===== config.mk =====
export PLATFORM = sky130hd
export DESIGN_NAME = cache_arbiter_control
export DESIGN_NICKNAME = d
export VERILOG_FILES = /design/src/rtl/cache_arbiter_control.sv
export SDC_FILE = /design/constraint.sdc
export NUM_CORES = 1
export LEC_CHECK = 0
export ABC_CLOCK_PERIOD_IN_PS = 1100
export BUFFER_PORTS_ARGS = -buffer_cell sky130_fd_sc_hd__buf_2
export CORE_AREA = 2 2 39 41
export CTS_CLUSTER_SIZE = 20
export DETAILED_ROUTE_END_ITERATION = 8
export DIE_AREA = 0 0 41 43
export PLACE_DENSITY = 0.48
export SLEW_MARGIN = 25
export SYNTH_ARGS = -nofsm -noshare
export SYNTH_HDL_FRONTEND = slang
export SYNTH_SLANG_ARGS = --single-unit

===== constraint.sdc =====
create_clock -name clk -period 1.1 [get_ports clk]
set_clock_uncertainty 0.1 [all_clocks]
set_input_delay 0.055 -clock clk [delete_from_list [all_inputs] [get_ports clk]]
set_output_delay 0.055 -clock clk [all_outputs]
set_load 0.005 [all_outputs]

===== src/rtl/cache_arbiter_control.sv =====
// cache_arbiter_control
// Arbitrates L2 access between the I-cache line-fill path and the D-cache
// fill/writeback path. One transaction is in flight at a time:
//   IDLE -> (I_RD | D_RD | D_WR) -> DONE -> IDLE
// Grant-cycle controls (load_mar, cache_address_sel, load_mdr_l1_to_l2) are
// produced combinationally in IDLE so the MAR captures the winner's address
// on the same edge that moves the FSM into its busy state.
//
// Optional feature macro: ARB_ROUND_ROBIN_EN
//   undefined : dcache always wins when both caches request.
//   defined   : a 1-bit last_grant register alternates the winner under
//               contention (dcache wins the first contention after reset).

module cache_arbiter_control (
  input  logic       clk,
  input  logic       rst,
  input  logic       icache_read,
  input  logic       dcache_read,
  input  logic       dcache_write,
  input  logic       l2_resp,
  output logic       cache_address_sel,
  output logic [1:0] cache_read_sel,
  output logic       cache_write_sel,
  output logic       cache_resp_sel,
  output logic       load_mar,
  output logic       load_mdr_l1_to_l2,
  output logic       load_mdr_l2_to_l1,
  output logic       l2_read,
  output logic       l2_write
);

  typedef enum logic [2:0] {
    IDLE = 3'd0,
    I_RD = 3'd1,
    D_RD = 3'd2,
    D_WR = 3'd3,
    DONE = 3'd4
  } state_t;

  localparam logic [1:0] RSEL_NONE   = 2'b00;
  localparam logic [1:0] RSEL_ICACHE = 2'b01;
  localparam logic [1:0] RSEL_DCACHE = 2'b10;

  state_t state_q, state_d;

  // Remembers which cache owned the last transaction so DONE can keep the
  // response steering stable while the datapath's registered response lands.
  logic resp_sel_q, resp_sel_d;

`ifdef ARB_ROUND_ROBIN_EN
  // 1 = dcache received the most recent grant, 0 = icache.
  logic last_grant_q, last_grant_d;
`endif

  logic dcache_req;
  logic any_req;
  logic grant_dcache;
  logic grant_write;

  // Pick the winner among the current requests; a dcache writeback beats a
  // dcache fill so dirty data leaves before the line is refilled.
  always_comb begin
    dcache_req = dcache_read | dcache_write;
    any_req    = icache_read | dcache_req;
`ifdef ARB_ROUND_ROBIN_EN
    if (icache_read && dcache_req) begin
      grant_dcache = ~last_grant_q;
    end else begin
      grant_dcache = dcache_req;
    end
`else
    grant_dcache = dcache_req;
`endif
    grant_write = grant_dcache & dcache_write;
  end

  // Next-state and output decode; reset overrides everything so an aborted
  // transaction never pulses a load or an L2 strobe.
  always_comb begin
    state_d           = state_q;
    resp_sel_d        = resp_sel_q;
`ifdef ARB_ROUND_ROBIN_EN
    last_grant_d      = last_grant_q;
`endif
    cache_address_sel = 1'b0;
    cache_read_sel    = RSEL_NONE;
    cache_write_sel   = 1'b0;
    cache_resp_sel    = 1'b0;
    load_mar          = 1'b0;
    load_mdr_l1_to_l2 = 1'b0;
    load_mdr_l2_to_l1 = 1'b0;
    l2_read           = 1'b0;
    l2_write          = 1'b0;

    case (state_q)
      IDLE: begin
        if (any_req) begin
          load_mar          = 1'b1;
          cache_address_sel = grant_dcache;
          load_mdr_l1_to_l2 = grant_write;
          resp_sel_d        = grant_dcache;
`ifdef ARB_ROUND_ROBIN_EN
          last_grant_d      = grant_dcache;
`endif
          if (grant_write) begin
            state_d = D_WR;
          end else if (grant_dcache) begin
            state_d = D_RD;
          end else begin
            state_d = I_RD;
          end
        end
      end

      I_RD: begin
        l2_read        = 1'b1;
        cache_read_sel = RSEL_ICACHE;
        cache_resp_sel = 1'b0;
        if (l2_resp) begin
          load_mdr_l2_to_l1 = 1'b1;
          state_d           = DONE;
        end
      end

      D_RD: begin
        l2_read        = 1'b1;
        cache_read_sel = RSEL_DCACHE;
        cache_resp_sel = 1'b1;
        if (l2_resp) begin
          load_mdr_l2_to_l1 = 1'b1;
          state_d           = DONE;
        end
      end

      D_WR: begin
        l2_write        = 1'b1;
        cache_write_sel = 1'b1;
        cache_resp_sel  = 1'b1;
        if (l2_resp) begin
          state_d = DONE;
        end
      end

      DONE: begin
        cache_resp_sel = resp_sel_q;
        state_d        = IDLE;
      end

      default: begin
        state_d = IDLE;
      end
    endcase

    if (rst) begin
      cache_address_sel = 1'b0;
      cache_read_sel    = RSEL_NONE;
      cache_write_sel   = 1'b0;
      cache_resp_sel    = 1'b0;
      load_mar          = 1'b0;
      load_mdr_l1_to_l2 = 1'b0;
      load_mdr_l2_to_l1 = 1'b0;
      l2_read           = 1'b0;
      l2_write          = 1'b0;
    end
  end

  // State registers with synchronous reset back to IDLE.
  always_ff @(posedge clk) begin
    if (rst) begin
      state_q      <= IDLE;
      resp_sel_q   <= 1'b0;
`ifdef ARB_ROUND_ROBIN_EN
      last_grant_q <= 1'b0;
`endif
    end else begin
      state_q      <= state_d;
      resp_sel_q   <= resp_sel_d;
`ifdef ARB_ROUND_ROBIN_EN
      last_grant_q <= last_grant_d;
`endif
    end
  end

`ifndef SYNTHESIS
  // Never drive both L2 strobes, and never drive either outside a busy state.
  always_ff @(posedge clk) begin
    if (!rst) begin
      assert (!(l2_read && l2_write))
        else $error("l2_read and l2_write both high");
      assert (!((l2_read || l2_write) && (state_q == IDLE || state_q == DONE)))
        else $error("L2 strobe outside a busy state");
    end
  end
`endif

endmodule


==> impl_metrics.csv <==
group,metric,value,unit
timing,rsz0062_at_grt,"true",
routing,via_count,319,
routing,post_drt_wl_per_cell,9.94,um
finish,final_layout_size_suffix_gt1_frac,0.661,
finish,areaGrowthSynthToFinish,86.5,%
timing,tns,-959,ps
finish,num-nets-final,64,
pwr,power_density,1320,nW/um2
clock_network,cts_tree,"done",
logic_synthesis,yosys_register_bits,4,
worst_setup_path,path_max_fanout,5,
timing,min_period_over_period,1.11,
floorplanning,rows,14,
pwr,internal_power,0.413,mW
clock_network,cts_made_buffers,3,
pwr,combPwrFrac,0.358,
finish,num_antenna_cells,0,
floorplanning,die_h,43,um
routing,drtPass1Iterations,1,
grt,antenna_found_initial,0,
clock_network,clockBufferDepth,2,
timing,finalHoldViolCount,1,
pwr,p_sw_frac,0.328,
logic_synthesis,synth_cell_types,20,
floorplanning,coreArea,1380,um2
min_path,min_path_cells,3,
timing,worst_pin_slew,342,ps
grt,grt_overflow,0,
routing,routed_wl,716,um
placement,dp.final_hpwl,544,um
worst_setup_path,reg2reg_depth,5,
routing,viasPerCell,4.43,
placement,place.gp.congestion,0.674,
placement,io_buffers,15,
finish,register_area,91.3,um2
worst_setup_path,reg2reg_to,"state_q[0]",
worst_setup_path,max_stage_delay,360,ps
pwr,power.switching,0.201,mW
worst_setup_path,crit_arrival,1070,ps
grt,gr-usage-all-layers,0.0982,
pwr,vdd_drop_max,0.353,mV
routing,drc,0,
logic_synthesis,synth_area_per_cell,7.36,um2
logic_synthesis,ys_seq_area_frac,0.320,
min_path,min_path_type,"primary input to register",
outcome,violations,"hold timing, setup timing",
grt,grt_first_pass_wirelength,1090,um
worst_setup_path,reg2reg_slack,-30,ps
timing,final_max_slew_viol_count,0,
timing,layout_min_cycle_time,1220,ps
floorplanning,start_util,0.181,
flow_run,maxCapViolations,0,
grt,grt_start_max_net_pins,7,
outcome,status,"finished, violations left",
logic_synthesis,syn_nets,40,
worst_setup_path,cp_slowest_cell,"dfxtp_4",
floorplanning,boundaryPins,16,
min_path,hp-start,"l2_resp",
finish,multi_input_area,206,um2
worst_setup_path,r2r-start,"state_q[2]",
timing,relSlewSlack,0.769,
min_path,min_to,"state_q[2]",
clock_network,ctsRootBufferMaster,"clkbuf_4",
clock_network,h-tree-depth,1,
finish,fillers,154,
clock_network,clock-sinks,4,
worst_setup_path,start_kind,"register",
pwr,power,0.614,mW
worst_setup_path,end_kind,"output pin",
clock_network,path_clk_slew,30,ps
logic_synthesis,netlist_instances,34,
floorplanning,dieArea,1760,um2
worst_setup_path,path_class,"register to output pin",
pwr,clockPowerShare,0.301,
routing,ant_nets,0,
pwr,seqPwrFrac,0.342,
timing,fin_ws,-122,ps
routing,initialDrtViolationCount,0,
timing,setup_viol,12,
grt,grt_pass1_vias,279,
worst_setup_path,worst_ep_required_time,940,ps
logic_synthesis,netlist_area,250,um2
floorplanning,die_w,41,um
worst_setup_path,path_cells,"nor2_4 -> nand3_2 -> a21oi_1 -> buf_2",
clock_network,clk_latency,240,ps
timing,max_freq,0.818,GHz
pwr,power.leakage,0.219,nW
logic_synthesis,yosysWarnings,0,
timing,holdWs,-0.0138,ps
[cell families after synthesis]
family,synth area share
xor gates and xnor gates,0.0350
DFF,0.320
AOI/OAI and AO/OA,0.150
and+or+nand+nor,0.435
buffers and inverters,0.0600
[layout by cell type (no fill, tap or decap), types with 2 or more instances in the layout]
master	n
inv_1	2
clkbuf_4	3
nor2_1	5
nor3_2	2
dfxtp_4	3
a21oi_1	2
nor2_4	2
nand2_2	2
buf_4	3
buf_2	15
[registers in the layout, summed over array words and instances, names as in the netlist]
register,flops
state_q,3
resp_sel_q,1
[metal layers]
metal | wire [um] | global-route usage | vias up | part of all wire
met2 | 365 | 0.147 | 13 | 0.51
met1 | 271 | 0.0958 | 138 | 0.38
met4 | 21 | 0.100 | 0 | 0.029
li1 | - | - | 166 | -
met5 | 0 | 0 | - | 0
met3 | 57 | 0.0314 | 2 | 0.080
[worst max-delay path, delay by kind of cell (launching register included)]
family / cells / cell delay, ps
AO/OA/AOI/OAI: 1 / 120
buffers and inverters: 1 / 120
flip-flops: 1 / 360
AND/OR/NAND/NOR: 2 / 230
[how the worst max path moves through the flow]
stage                           from             end  slack, ps
final                     state_q[0]  cache_resp_sel       -120
after CTS                 state_q[0]  cache_resp_sel       -120
after detailed placement  state_q[1]  cache_resp_sel         20
after floorplan           state_q[1]        l2_write         80
after global routing      state_q[1]  cache_resp_sel       -180
after global placement    state_q[1]  cache_resp_sel         30
[final cells by class]
class                           count  share of cell area
Timing Repair Buffer               20               0.255
Inverter                            2              0.0161
Tap cell                           16              0.0429
Clock buffer                        3              0.0483
Sequential cell                     4               0.196
Multi-Input combinational cell     27               0.442
[timing repair]
item / CTS / global route
endpoints found under the setup margin: 10 / 12
setup buffers: 4 / 0
hold endpoints to repair: 1 / 0
hold buffers: 1 / 0
pin swaps: 8 / 2
resized for setup: 11 / 5
[power by group through the flow]
stage / Sequential (mW) / Clock, mW / Combinational (mW)
6_report: 0.210 / 0.185 / 0.220
5_1_grt: 0.214 / 0.208 / 0.242
4_1_cts: 0.207 / 0.187 / 0.206
3_5_place_dp: 0.198 / 0 / 0.158
3_3_place_gp: 0.197 / 0 / 0.157
2_1_floorplan: 0.191 / 0 / 0.0992
[metrics by stage]
| step | instance area (um2) | util | setup slack (ps) | hold slack (ps) | instances |
|---|---|---|---|---|---|
| after floorplan | 255 | - | 81.5 | 34.7 | 34 |
| after global placement | 343 | 0.248 | 33.9 | 199 | 64 |
| after detailed placement | 343 | 0.248 | 18.6 | 209 | 64 |
| after CTS | 445 | 0.322 | -116 | 1.37 | 72 |
| after global routing | 467 | 0.337 | -178 | 24.0 | 72 |
| final | 467 | 0.337 | -122 | -0.0138 | 72 |
[cell usage after synthesis]
master    number  share of area
nor2_1         6          0.090
o32ai_1        1          0.035
nor2_2         2          0.050
o22ai_1        1          0.025
nor3b_1        1          0.030
a21oi_1        2          0.040
nand3_1        1          0.020
nor3_1         2          0.040
nor3_2         1          0.040
xnor2_1        1          0.035
o21ai_1        1          0.020
inv_1          2          0.030
a21boi_1       1          0.030
buf_4          1          0.030
nor4b_1        1          0.035
and3_1         1          0.025
nand2_2        1          0.025
dfxtp_1        4           0.32
nand2b_1       2          0.050
nand2_1        2          0.030
(Power assumes the default switching activity.)
